## src/rtl/nios2_oci_dct_capture_pkg.sv

```systemverilog
// Shared definitions for the Nios II OCI data-capture-trace collector.
// Contents:
//   state_e : collector FSM states (IDLE, UNPACK, DRAIN, DONE)
//   clog2   : ceiling log2 helper used to size pointers and level counters
package nios2_oci_dct_capture_pkg;

  typedef enum logic [1:0] {
    ST_IDLE   = 2'd0,
    ST_UNPACK = 2'd1,
    ST_DRAIN  = 2'd2,
    ST_DONE   = 2'd3
  } state_e;

  // Smallest r with 2**r >= value (0 for value <= 1).
  function automatic int clog2(input int value);
    int result = 0;
    while ((1 << result) < value) result++;
    return result;
  endfunction

endpackage

```

## src/rtl/nios2_oci_sync_fifo.sv

```systemverilog
// Single-clock FIFO with a registered read-data port.
// Ports:
//   clk, reset_n        : clock, asynchronous active-low reset
//   push, wdata         : write request and data (ignored when full unless popping)
//   pop                 : read request (ignored when empty)
//   rdata               : registered head-of-queue entry, valid while !empty
//   full, empty, level  : occupancy status
module nios2_oci_sync_fifo
  import nios2_oci_dct_capture_pkg::*;
#(
  parameter int WIDTH = 10,
  parameter int DEPTH = 16
) (
  input  logic                   clk,
  input  logic                   reset_n,
  input  logic                   push,
  input  logic [WIDTH-1:0]       wdata,
  input  logic                   pop,
  output logic [WIDTH-1:0]       rdata,
  output logic                   full,
  output logic                   empty,
  output logic [clog2(DEPTH):0]  level
);

  localparam int PTR_W = clog2(DEPTH);
  localparam int LVL_W = PTR_W + 1;

  logic [WIDTH-1:0] mem_q [DEPTH];
  logic [PTR_W-1:0] wr_ptr_q, wr_ptr_d;
  logic [PTR_W-1:0] rd_ptr_q, rd_ptr_d;
  logic [LVL_W-1:0] level_q, level_d;
  logic [WIDTH-1:0] rdata_q, rdata_d;
  logic             push_ok, pop_ok;

  assign full  = (level_q == LVL_W'(DEPTH));
  assign empty = (level_q == '0);
  assign level = level_q;
  assign rdata = rdata_q;

  // A pop frees a slot in the same cycle, so a push into a full FIFO
  // succeeds when paired with a pop. The read register always holds the
  // entry at the next read pointer; when that slot is being written this
  // cycle, the incoming word is taken directly.
  always_comb begin
    pop_ok   = pop && !empty;
    push_ok  = push && (!full || pop_ok);
    wr_ptr_d = push_ok ? wr_ptr_q + PTR_W'(1) : wr_ptr_q;
    rd_ptr_d = pop_ok  ? rd_ptr_q + PTR_W'(1) : rd_ptr_q;
    level_d  = level_q;
    case ({push_ok, pop_ok})
      2'b10:   level_d = level_q + LVL_W'(1);
      2'b01:   level_d = level_q - LVL_W'(1);
      default: level_d = level_q;
    endcase
    rdata_d = rdata_q;
    if (push_ok || pop_ok) begin
      rdata_d = (push_ok && (wr_ptr_q == rd_ptr_d)) ? wdata : mem_q[rd_ptr_d];
    end
  end

  // Storage array: no reset needed, the pointers define what is valid.
  always_ff @(posedge clk) begin
    if (push_ok) mem_q[wr_ptr_q] <= wdata;
  end

  always_ff @(posedge clk or negedge reset_n) begin
    if (!reset_n) begin
      wr_ptr_q <= '0;
      rd_ptr_q <= '0;
      level_q  <= '0;
      rdata_q  <= '0;
    end else begin
      wr_ptr_q <= wr_ptr_d;
      rd_ptr_q <= rd_ptr_d;
      level_q  <= level_d;
      rdata_q  <= rdata_d;
    end
  end

endmodule

```

## src/rtl/nios2_oci_dct_capture.sv

```systemverilog
// Data-capture-trace collector: accepts packed multi-slot DCT buffers,
// unpacks them one entry per cycle into a FIFO, streams entries out on a
// valid/ready port, and sequences the end-of-test handshake.
// Ports:
//   clk, reset_n                   : clock, asynchronous active-low reset
//   dct_valid/dct_ready            : packed buffer handshake
//   dct_buffer, dct_count          : packed slots (slot 0 in LSBs), valid slot count
//   test_ending, test_has_ended    : end-of-test indications
//   out_valid/out_ready, out_data  : unpacked entry stream
//   fifo_level                     : FIFO occupancy
//   entry_total                    : entries pushed since reset (wraps)
//   count_err                      : sticky, a count above SLOTS was accepted
//   done                           : sticky, all data drained after test end
module nios2_oci_dct_capture
  import nios2_oci_dct_capture_pkg::*;
#(
  parameter int ENTRY_W = 10,
  parameter int SLOTS   = 3,
  parameter int CNT_W   = 4,
  parameter int DEPTH   = 16,
  parameter int TOTAL_W = 32
) (
  input  logic                     clk,
  input  logic                     reset_n,
  input  logic                     dct_valid,
  output logic                     dct_ready,
  input  logic [ENTRY_W*SLOTS-1:0] dct_buffer,
  input  logic [CNT_W-1:0]         dct_count,
  input  logic                     test_ending,
  input  logic                     test_has_ended,
  output logic                     out_valid,
  input  logic                     out_ready,
  output logic [ENTRY_W-1:0]       out_data,
  output logic [clog2(DEPTH):0]    fifo_level,
  output logic [TOTAL_W-1:0]       entry_total,
  output logic                     count_err,
  output logic                     done
);

  localparam int               BUF_W   = ENTRY_W * SLOTS;
  localparam logic [CNT_W-1:0] SLOTS_C = CNT_W'(SLOTS);

  state_e             state_q, state_d;
  logic [BUF_W-1:0]   buf_q, buf_d;
  logic [CNT_W-1:0]   n_q, n_d;
  logic [CNT_W-1:0]   idx_q, idx_d;
  logic [TOTAL_W-1:0] total_q, total_d;
  logic               count_err_q, count_err_d;
  logic               ending_seen_q, ending_seen_d;

  logic               fifo_push, fifo_full, fifo_empty, fifo_can_push;
  logic [ENTRY_W-1:0] slot_data;

  assign slot_data     = buf_q[int'(idx_q)*ENTRY_W +: ENTRY_W];
  // A consumer pop in the same cycle makes room even when full.
  assign fifo_can_push = !fifo_full || (out_ready && !fifo_empty);
  assign out_valid     = !fifo_empty;
  assign entry_total   = total_q;
  assign count_err     = count_err_q;
  assign done          = (state_q == ST_DONE);

  nios2_oci_sync_fifo #(
    .WIDTH (ENTRY_W),
    .DEPTH (DEPTH)
  ) u_fifo (
    .clk     (clk),
    .reset_n (reset_n),
    .push    (fifo_push),
    .wdata   (slot_data),
    .pop     (out_ready),
    .rdata   (out_data),
    .full    (fifo_full),
    .empty   (fifo_empty),
    .level   (fifo_level)
  );

  // Next-state logic. dct_ready is qualified with reset_n so the collector
  // never advertises readiness while held in reset. An acceptance in the
  // cycle test_ending first rises is still honoured because IDLE only
  // looks at the registered ending flag.
  always_comb begin
    state_d       = state_q;
    buf_d         = buf_q;
    n_d           = n_q;
    idx_d         = idx_q;
    total_d       = total_q;
    count_err_d   = count_err_q;
    ending_seen_d = ending_seen_q || test_ending || test_has_ended;
    dct_ready     = 1'b0;
    fifo_push     = 1'b0;
    case (state_q)
      ST_IDLE: begin
        if (ending_seen_q) begin
          state_d = ST_DRAIN;
        end else begin
          dct_ready = reset_n;
          if (dct_valid && reset_n) begin
            buf_d = dct_buffer;
            idx_d = '0;
            if (dct_count > SLOTS_C) begin
              n_d         = SLOTS_C;
              count_err_d = 1'b1;
            end else begin
              n_d = dct_count;
            end
            if (dct_count != '0) state_d = ST_UNPACK;
          end
        end
      end
      ST_UNPACK: begin
        if (fifo_can_push) begin
          fifo_push = 1'b1;
          idx_d     = idx_q + CNT_W'(1);
          total_d   = total_q + TOTAL_W'(1);
          if (idx_q == n_q - CNT_W'(1)) begin
            state_d = ending_seen_d ? ST_DRAIN : ST_IDLE;
          end
        end
      end
      ST_DRAIN: begin
        if (test_has_ended && fifo_empty) state_d = ST_DONE;
      end
      ST_DONE: begin
        state_d = ST_DONE;
      end
      default: state_d = ST_IDLE;
    endcase
  end

  // State, latched buffer and statistics registers.
  always_ff @(posedge clk or negedge reset_n) begin
    if (!reset_n) begin
      state_q       <= ST_IDLE;
      buf_q         <= '0;
      n_q           <= '0;
      idx_q         <= '0;
      total_q       <= '0;
      count_err_q   <= 1'b0;
      ending_seen_q <= 1'b0;
    end else begin
      state_q       <= state_d;
      buf_q         <= buf_d;
      n_q           <= n_d;
      idx_q         <= idx_d;
      total_q       <= total_d;
      count_err_q   <= count_err_d;
      ending_seen_q <= ending_seen_d;
    end
  end

endmodule

```

## config.mk

```make
export PLATFORM = sky130hd
export DESIGN_NAME = nios2_oci_dct_capture
export DESIGN_NICKNAME = d
export VERILOG_FILES = /design/src/rtl/nios2_oci_dct_capture_pkg.sv /design/src/rtl/nios2_oci_sync_fifo.sv /design/src/rtl/nios2_oci_dct_capture.sv
export SDC_FILE = /design/constraint.sdc
export NUM_CORES = 1
export LEC_CHECK = 0
export ABC_AREA = 1
export BUFFER_PORTS_ARGS = -buffer_cell sky130_fd_sc_hd__buf_4
export CAP_MARGIN = 20
export CELL_PAD_IN_SITES_DETAIL_PLACEMENT = 2
export CELL_PAD_IN_SITES_GLOBAL_PLACEMENT = 2
export CORE_ASPECT_RATIO = 0.9
export CORE_MARGIN = 2
export CORE_UTILIZATION = 34
export DETAILED_ROUTE_END_ITERATION = 7
export PLACE_DENSITY_LB_ADDON = 0.1
export SETUP_SLACK_MARGIN = 0.5
export SYNTH_ARGS = -nofsm -noshare
export SYNTH_HDL_FRONTEND = slang
export SYNTH_SLANG_ARGS = --single-unit
```

## constraint.sdc

```tcl
create_clock -name clk -period 3.2 [get_ports clk]
set_clock_uncertainty 0.15 [all_clocks]
set_input_delay 0.32 -clock clk [delete_from_list [all_inputs] [get_ports clk]]
set_output_delay 0.32 -clock clk [all_outputs]
set_load 0.005 [all_outputs]
```

==> results_dict.tcl, run 1 <==
set metrics [dict create \
    path_cells "nor2_4, nand2_2, nor3_4, nor2_4, inv_2, ha_4, xor2_2, ha_2, a21oi_4, o21ai_2, a21oi_1, inv_1, a21oi_2, o21ai_2, xor2_1" \
    core_area_mm2 0.0352 \
    timing.hold.ws_ps 68.4 \
    die_w_um 204 \
    cpLargestDelayFamily "compound AO/OA/AOI/OAI gates" \
    final_net_count 1544 \
    period_share_pct 85.8 \
    critical_path_class "reg2reg" \
    postSynthCellCount 1319 \
    setup_violations 0 \
    cts_buffers 30 \
    period_needed_ps 2750 \
    synth_simple_gate_area_share_pct 26.2 \
    yosysMostFrequentCell "nand2_1" \
    finalSetupTns_ps 0 \
    rsz0062_at_grt "true" \
    drive_above_1_share_pct 15.1 \
    cp_num_cells 15 \
    crit_buf_inv 2 \
    cts_max_level 1 \
    startpoint_type "register" \
    rows 65 \
    drt-total-wl_mm 41.2 \
    cts.clk_slew.worst_paths_ps 60 \
    nFillCells 3786 \
    r2r_cells 15 \
    tightest_slew_ps 733 \
    syn_nets 1372 \
    ioPinCount 91 \
    syn2layout_area_growth_pct 25.3 \
    synth_edf_count 160 \
    synth_compound_area_share_pct 2.60 \
    synth_area_leader_cell "edfxtp_1" \
    viasPerCell 4.95 \
    first_iter_violations 391 \
    dp.cells 1870 \
    maxCapViolations 0 \
    final_hold_viol_count 0 \
    synth-seq-cells 257 \
    place_congestion 0.808 \
    avgSynthCellArea_um2 9.26 \
    worst_path_largest_cell_delay_ps 450 \
    syn_area_mm2 0.0122 \
    async_flop_share_pct 37.7 \
    yosys-top-cells-count "nand2_1 (334), nand3_1 (200), inv_1 (170)" \
    synth_top_family_by_area "simple AND/OR/NAND/NOR gates" \
    synth-xor-area-share_pct 3.23 \
    port-buffer-count 90 \
    die_area_mm2 0.0374 \
    grt_pass1_vias 10800 \
    synthAdderAreaFrac_pct 1.33 \
    yosys-top-cells-area "edfxtp_1 (39%), dfrtp_1 (20%), nand2_1 (10%), nand3_1 (8.2%), inv_1 (5.2%)" \
    dpl_cell_area_mm2 0.0136 \
    slowest_stage "dfrtp_2" \
    powerDensity_mw_per_mm2 831 \
    fin_util_pct 43.4 \
    yosys.area.top_type_share_pct 39.4 \
    slew_headroom_pct 51.2 \
    grt_pass1_wl_mm 63.3 \
    cp.arrival_ps 3020 \
    drc_errors 0 \
    ant_nets 0 \
    hold_path.class "in2reg" \
    gr-usage-all-layers_pct 22.0 \
    instances_no_fill 1984 \
    insertedDiodeCount 0 \
    root_buffer "clkbuf_16" \
    grt_max_degree 81 \
    drt-wirelength-per-cell_um 20.8 \
    clock_sinks 257 \
    leakagePower_nw 6.92 \
    cts_tree "yes" \
    final_area_mm2 0.0153 \
    dr.pass1.iters 4 \
    fmax_mhz 364 \
    clock_latency_ps 570 \
    ctsLongestPathBuffers 3 \
    vias 9813 \
    required_ps 3470 \
    ys_seq_area_share_pct 59.2 \
    grt-ovfl-total 0 \
    outcome "complete, no violations" \
    fp.dieH_um 184 \
    dp_hpwl_mm 25.7 \
    start_util_pct 34.7 \
    yosysUniqueCellTypes 30 \
    end_kind "register" \
    r2r_setup_slack_ps 450 \
    crit_fanout 5 \
    drv_slew 0 \
    vdd_drop_max_mv 0.406 \
    ys.flop_type "edfxtp_1" \
    grt_antenna_before_repair 0 \
    holdPathStages 5 \
    synth_mux_area_share_pct 0 \
    yosys_warnings 0 \
]
worst register-to-register path: cells and delay by family, from the launching register on:
kind,cells,cell delay [ps]
adder cells (fa/ha/maj),2,370
buffers and inverters,2,200
AO/OA/AOI/OAI,5,660
AND/OR/NAND/NOR,4,550
flip-flops,1,450
XOR/XNOR,2,250
cell usage in the layout, fill, tap and decap left out, drive strengths merged:
cell type,n
o311a,1
clkbuf,42
xnor2,15
nor4,8
o211ai,3
dfrtp,97
nand3b,42
nor2,98
nor3,15
a21oi,16
nand3,202
bufinv,3
inv,173
a211oi,1
ha,13
edfxtp,160
nand2,339
nor3b,1
xor2,30
clkinv,10
dlygate4sd3,38
o21bai,1
o21ai,38
or3,1
buf,158
clkinvlp,1
nand4,9
state kept, by name, indices dropped and copies added (netlist names):
| signal | cells |
|---|---|
| buf_q | 30 |
| count_err | 1 |
| ending_seen_q | 1 |
| entry_total | 32 |
| idx_q | 4 |
| n_q | 4 |
| state_q | 2 |
| u_fifo.level | 5 |
| u_fifo.mem_q | 160 |
| u_fifo.rd_ptr_q | 4 |
| u_fifo.rdata | 10 |
| u_fifo.wr_ptr_q | 4 |
power by group:
group	internal, W	leakage, nW	switching [W]
clock network	0.00209	0.487	0.00140
logic	0.00163	3.72	0.00313
registers	0.00411	2.71	0.000353
metrics by stage:
step	worst slack (ps)	total power, W
2_1_floorplan	521	0.00705
3_3_place_gp	424	0.00880
3_5_place_dp	349	0.00895
4_1_cts	475	0.0126
5_1_grt	288	0.0135
6_report	453	0.0127
final timing paths:
check,start,to
max,u_fifo.level[2],u_fifo.level[4]
min,dct_count[3],n_q[0]
max reg2reg,u_fifo.level[2],u_fifo.level[4]
min reg2reg,buf_q[16],buf_q[16]
max in group asynchronous,reset_n,u_fifo.level[2]
min in group asynchronous,reset_n,ending_seen_q
logic make-up after synthesis:
| family | Yosys count |
|---|---|
| AOI/OAI and AO/OA | 60 |
| xor gates and xnor gates | 45 |
| adders and majority gates | 13 |
| buffers and inverters | 231 |
| DFF | 257 |
| and+or+nand+nor | 713 |
timing repair:
item	4_1_cts	5_1_grt
pin swaps	3	10
hold endpoints to repair	131	0
gates resized for setup	8	20
buffers inserted	3	15
endpoints found under the setup margin	6	13
hold buffers	38	0
cloned	0	2
metal layers:
layer	vias up	global-route usage, %	wire (µm)
met1	4964	29.5	18500
met4	0	4.26	758
met3	49	2.98	1370
met5	-	0	0
li1	4644	-	-
met2	156	38.1	20600
cell type report:
cell class                 count  area [µm²]  share of cell area [%]
clock inverter                14         140                   0.916
inverter                     173         652                    4.26
tap                          469         587                    3.84
multi-input combinational    833        4200                    27.4
sequential                   257        7240                    47.3
timing repair buffer         196        1620                    10.6
clock buffer                  42         857                    5.61
(Power assumes the default switching activity.)
==> inputs of run 2 (changes only) <==
- CELL_PAD_IN_SITES_DETAIL_PLACEMENT: 2 -> not set
- CELL_PAD_IN_SITES_GLOBAL_PLACEMENT: 2 -> not set
- CORE_UTILIZATION: 34 -> 55
- PLACE_DENSITY: not set -> 0.77
- PLACE_DENSITY_LB_ADDON: 0.1 -> not set
==> run 2 against run 1 <==
  * Die area down 37%
  * Sequential power about the same
  * Critical path type unchanged
  * Clock-buffer cell count down 4
  * Fmax up 6.4%
  * Largest cell class unchanged
  * Global-route usage up 4.0 points
  * Clock power down 19%
  * Highest routed layer unchanged
  * Critical path depth unchanged
  * Register-to-register slack better by 160 ps
  * Final cell count down 11%
==> results_dict.tcl, run 2 (synthesized netlist as in run 1, its figures left out) <==
set metrics [dict create \
    outcome "complete, no violations" \
    start_util_pct 56.3 \
    layout_common_cells "nand2_1 (334), nand3_1 (199), inv_1 (169), edfxtp_1 (160), buf_4 (132)" \
    ant_nets 0 \
    rsz0062_at_grt "false" \
    end_kind "register" \
    switching_share_pct 37.9 \
    largest_reg_flops 160 \
    drive_above_1_share_pct 12.9 \
    drv_slew 0 \
    final_net_count 1517 \
    dp_hpwl_mm 18.7 \
    final_common_cell "nand2_1" \
    clock_sinks 257 \
    crit_fanout 5 \
    setup_violations 0 \
    insertedDiodeCount 0 \
    crit_buf_inv 2 \
    path_cells "nor2_4, nand2_1, nor3_4, nor2_2, inv_2, ha_4, xor2_1, ha_1, a21oi_2, o21ai_0, a21oi_1, inv_1, a21oi_1, o21ai_0, xor2_1" \
    critical_path_class "reg2reg" \
    maxCapViolations 0 \
    regMostFlops "u_fifo.mem_q" \
    ctsLongestPathBuffers 3 \
    die_w_um 161 \
    comb_power_share_pct 36.4 \
    leakagePower_nw 6.67 \
    ioPinCount 91 \
    nFillCells 1636 \
    cp.arrival_ps 2840 \
    dpl_cell_area_mm2 0.0133 \
    vdd_drop_max_mv 0.532 \
    slowest_stage "dfrtp_2" \
    grt-ovfl-total 0 \
    startpoint_type "register" \
    first_iter_violations 833 \
    vias 9635 \
    worst_path_largest_cell_delay_ps 440 \
    grt_max_degree 81 \
    final_area_mm2 0.0146 \
    core_area_mm2 0.0217 \
    clock_latency_ps 530 \
    period_needed_ps 2580 \
    grt_antenna_before_repair 0 \
    grt_pass1_wl_mm 48.7 \
    slew_headroom_pct 43.4 \
    fp.dieH_um 145 \
    hold_path.class "in2reg" \
    syn2layout_area_growth_pct 19.6 \
    cts_buffers 27 \
    cts_max_level 1 \
    final_hold_viol_count 0 \
    required_ps 3460 \
    place_congestion 0.907 \
    drt-total-wl_mm 30.5 \
    dr.pass1.iters 6 \
    cpLargestDelayFamily "compound AO/OA/AOI/OAI gates" \
    port-buffer-count 90 \
    drt-wirelength-per-cell_um 17.2 \
    powerDensity_mw_per_mm2 786 \
    seqPwrFrac_pct 39.0 \
    tightest_slew_ps 848 \
    drc_errors 0 \
    gr-usage-all-layers_pct 26.0 \
    root_buffer "clkbuf_16" \
    cts_tree "yes" \
    p_int_w 0.00712 \
    rows 51 \
    die_area_mm2 0.0234 \
    period_share_pct 80.7 \
    fmax_mhz 387 \
    finalSetupTns_ps 0 \
    cts.clk_slew.worst_paths_ps 60 \
    viasPerCell 5.43 \
    pwr-share-clk_pct 24.7 \
    power.switching_w 0.00436 \
    grt_pass1_vias 9408 \
]
run 2: final timing paths:
| kind | start | end | slack, ps | cells after the start |
|---|---|---|---|---|
| worst max-delay path | u_fifo.level[2] | u_fifo.level[4] | 620 | 15 |
| worst min-delay path | dct_count[3] | n_q[0] | 20 | 5 |
| worst max register to register | u_fifo.level[2] | u_fifo.level[4] | 620 | 15 |
| worst min register to register | buf_q[12] | buf_q[12] | 320 | 2 |
| max in group asynchronous | reset_n | u_fifo.level[0] | 1450 | 4 |
| min in group asynchronous | reset_n | count_err | 250 | 3 |
run 2: layer usage:
metal	vias up	global-route usage (%)	part of all wire, %
met1	4638	35.7	41
met5	-	0	0
met4	0	6.34	1.7
met3	43	4.76	8.2
met2	353	43.3	49
li1	4601	-	-
run 2: cell type report:
class                           count  area, µm²  share of cell area (%)
Tap cell                          291        364                    2.49
Timing Repair Buffer              174       1430                    9.78
Clock inverter                     11       62.6                   0.428
Sequential cell                   257       7240                    49.5
Clock buffer                       38        727                    4.98
Multi-Input combinational cell    831       4140                    28.3
Inverter                          173        649                    4.45
run 2: timing repair:
action / in CTS / in global routing
gates resized for setup: 1 / 13
gates cloned: 0 / 0
hold endpoints to repair: 73 / 0
hold buffers: 38 / 0
pin swaps: 0 / 2
setup buffers: 0 / 5
setup endpoints to repair: 10 / 18
run 2: worst reg2reg max path, cell delays in order (launching register included):
cell and delay [ps]:
dfrtp_2 440, nor2_4 150, nand2_1 100, nor3_4 150
nor2_2 60, inv_2 70, ha_4 170, xor2_1 90
ha_1 190, a21oi_2 140, o21ai_0 110, a21oi_1 130
inv_1 70, a21oi_1 150, o21ai_0 120, xor2_1 160
run 2: power groups by stage:
stage,combinational (W),sequential [W],clock (W)
final,0.00417,0.00447,0.00283
after CTS,0.00406,0.00446,0.00288
after global placement,0.00388,0.00451,0
after global routing,0.00462,0.00451,0.00301
after floorplan,0.00263,0.00442,0
after detailed placement,0.00399,0.00451,0
run 2: through the flow:
step                util (%)  setup slack, ps  power, W  std cells  hold WS (ps)
global placement        61.5              547   0.00838       1683           270
finish                  67.3              617    0.0115       1775          24.2
global route            67.3              415    0.0121       1775          79.1
detailed placement      61.5              368   0.00850       1683           273
floorplan                  -              521   0.00705       1319          -126
CTS                     66.9              556    0.0114       1770          19.9
==> inputs of run 3 (changes only) <==
- clock period: 3.2 -> 2.2 ns (I/O delays scaled with it)
==> run 3 against run 2 <==
  * The flow now finishes with violations (negative setup slack)
  * Sequential share of layout area is 6.6 points lower
  * Worst hold slack better by 59 ps
  * Worst setup slack worse by 950 ps
  * Fmax is 1.9% higher
  * Critical path depth stayed put
  * First-iteration DRC count is 97% higher
  * Final area is 16% higher
  * Final cell count is 4.8% higher
  * Sequential power is 45% higher
  * Combinational power is 120% higher
  * Critical endpoint unchanged
  * Largest cell class unchanged
==> results_dict.tcl, run 3 (synthesized netlist as in run 1, its figures left out) <==
set metrics [dict create \
    outcome "complete, but fails checks" \
    violations "negative setup slack" \
    slew_headroom_pct 53.8 \
    p_int_w 0.0122 \
    tightest_slew_ps 694 \
    drc_errors 0 \
    layout_common_cells "nand2_1 (314), inv_1 (162), edfxtp_1 (160), nand3_1 (153), buf_4 (142)" \
    clock_sinks 257 \
    fmax_mhz 394 \
    final_area_mm2 0.0169 \
    post-place-ws_ps -221 \
    ctsLongestPathBuffers 3 \
    regMostFlops "u_fifo.mem_q" \
    startpoint_type "register" \
    largest_reg_flops 160 \
    cts_tree "yes" \
    period_needed_ps 2540 \
    dr.pass1.iters 6 \
    drt-total-wl_mm 39.6 \
    place_congestion 0.916 \
    gr-usage-all-layers_pct 29.5 \
    r2r_setup_slack_ps -340 \
    dp_hpwl_mm 19.6 \
    drt-wirelength-per-cell_um 21.3 \
    setup_ws_ps -336 \
    cts_buffers 27 \
    rsz0062_at_grt "true" \
    ant_nets 0 \
    drv_slew 0 \
    cts.clk_slew.worst_paths_ps 70 \
    end_kind "register" \
    drive_above_1_share_pct 25.7 \
    grt_pass1_wl_mm 54.8 \
    period_share_pct 115 \
    cts_max_level 1 \
    crit_fanout 2 \
    final_net_count 1602 \
    maxCapViolations 0 \
    start_util_pct 56.3 \
    die_w_um 161 \
    powerDensity_mw_per_mm2 1190 \
    comb_power_share_pct 46.0 \
    port-buffer-count 90 \
    die_area_mm2 0.0234 \
    vdd_drop_max_mv 0.696 \
    cp.arrival_ps 2810 \
    grt_antenna_before_repair 0 \
    timing.hold.ws_ps 83.5 \
    p_total_w 0.0201 \
    root_buffer "clkbuf_16" \
    required_ps 2470 \
    nFillCells 1226 \
    viasPerCell 5.88 \
    syn2layout_area_growth_pct 38.2 \
    ioPinCount 91 \
    dpl_cell_area_mm2 0.0142 \
    leakagePower_nw 7.57 \
    grt-ovfl-total 0 \
    first_iter_violations 1644 \
    core_area_mm2 0.0217 \
    clock_latency_ps 550 \
    final_common_cell "nand2_1" \
    critical_path_class "reg2reg" \
    fp.dieH_um 145 \
    setup_violations 19 \
    power.switching_w 0.00794 \
    seqPwrFrac_pct 32.3 \
    switching_share_pct 39.5 \
    insertedDiodeCount 0 \
    grt_max_degree 81 \
    grt_pass1_vias 10300 \
    hold_path.class "in2reg" \
    rows 51 \
    final_hold_viol_count 0 \
    pwr-share-clk_pct 21.7 \
    vias 10900 \
]
[run 3: cell count changes in the layout (fill, tap and decap cells not counted), sizes merged]
cell,change
clkinv,+5
bufinv,+1
bufbuf,+2
dlymetal6s4s,+1
inv,-4
buf,+68
nand2,+1
clkbuf,+12
[run 3: power groups by stage]
stage | clock network, W | registers, W | logic [W]
2_1_floorplan | 0 | 0.00644 | 0.00405
3_3_place_gp | 0 | 0.00647 | 0.00661
3_5_place_dp | 0 | 0.00648 | 0.00681
4_1_cts | 0.00432 | 0.00643 | 0.00778
5_1_grt | 0.00454 | 0.00653 | 0.00980
6_report | 0.00436 | 0.00649 | 0.00925
[run 3: per-stage QoR]
step | util [%] | cells | TNS, ps
after CTS | 74.8 | 1843 | -347
after floorplan | - | 1319 | -491
after global routing | 77.8 | 1861 | -3490
after global placement | 65.3 | 1719 | -340
final | 77.8 | 1861 | -2010
after detailed placement | 65.3 | 1719 | -1050
[run 3: layout make-up]
type	instances	area (µm²)	area share, %
Sequential cell	257	7240	42.9
Multi-Input combinational cell	832	4810	28.5
Timing Repair Buffer	258	2970	17.6
Clock buffer	37	723	4.29
Inverter	173	671	3.97
Tap cell	291	364	2.16
Clock inverter	13	101	0.601
[run 3: routing by layer]
| metal | global-route usage (%) | up-vias | share of wire (%) |
|---|---|---|---|
| li1 | - | 4786 | - |
| met2 | 50.7 | 796 | 49 |
| met5 | 0 | - | 0 |
| met1 | 39.1 | 5180 | 36 |
| met3 | 4.87 | 178 | 10 |
| met4 | 8.08 | 0 | 5.0 |
[run 3: worst max-delay path, stage by stage (launching register included)]
cell and delay, ps:
dfrtp_2 420, nor2_4 150, nand2_2 80, nor3_4 190
nor2_4 60, inv_2 90, ha_4 160, xor2_2 70
ha_2 180, a21oi_2 120, o21ai_1 100, a21oi_1 160
inv_1 100, a21oi_2 170, o21ai_2 80, xor2_1 140
[run 3: worst paths after layout]
path | startpoint | to | cells past startpoint
setup / recovery | u_fifo.level[2] | u_fifo.level[4] | 15
min in group asynchronous | reset_n | u_fifo.rd_ptr_q[1] | 3
setup reg to reg | u_fifo.level[2] | u_fifo.level[4] | 15
hold reg to reg | buf_q[17] | buf_q[17] | 2
max in group asynchronous | reset_n | idx_q[1] | 3
hold / removal | out_ready | u_fifo.rd_ptr_q[0] | 4
[run 3: repair_timing]
item | in CTS | in global routing
resized for setup | 78 | 99
cloned | 13 | 8
endpoints found under the hold margin | 132 | 1
buffers inserted | 23 | 9
setup endpoints to repair | 289 | 305
hold buffers | 38 | 1
pin swaps | 17 | 36
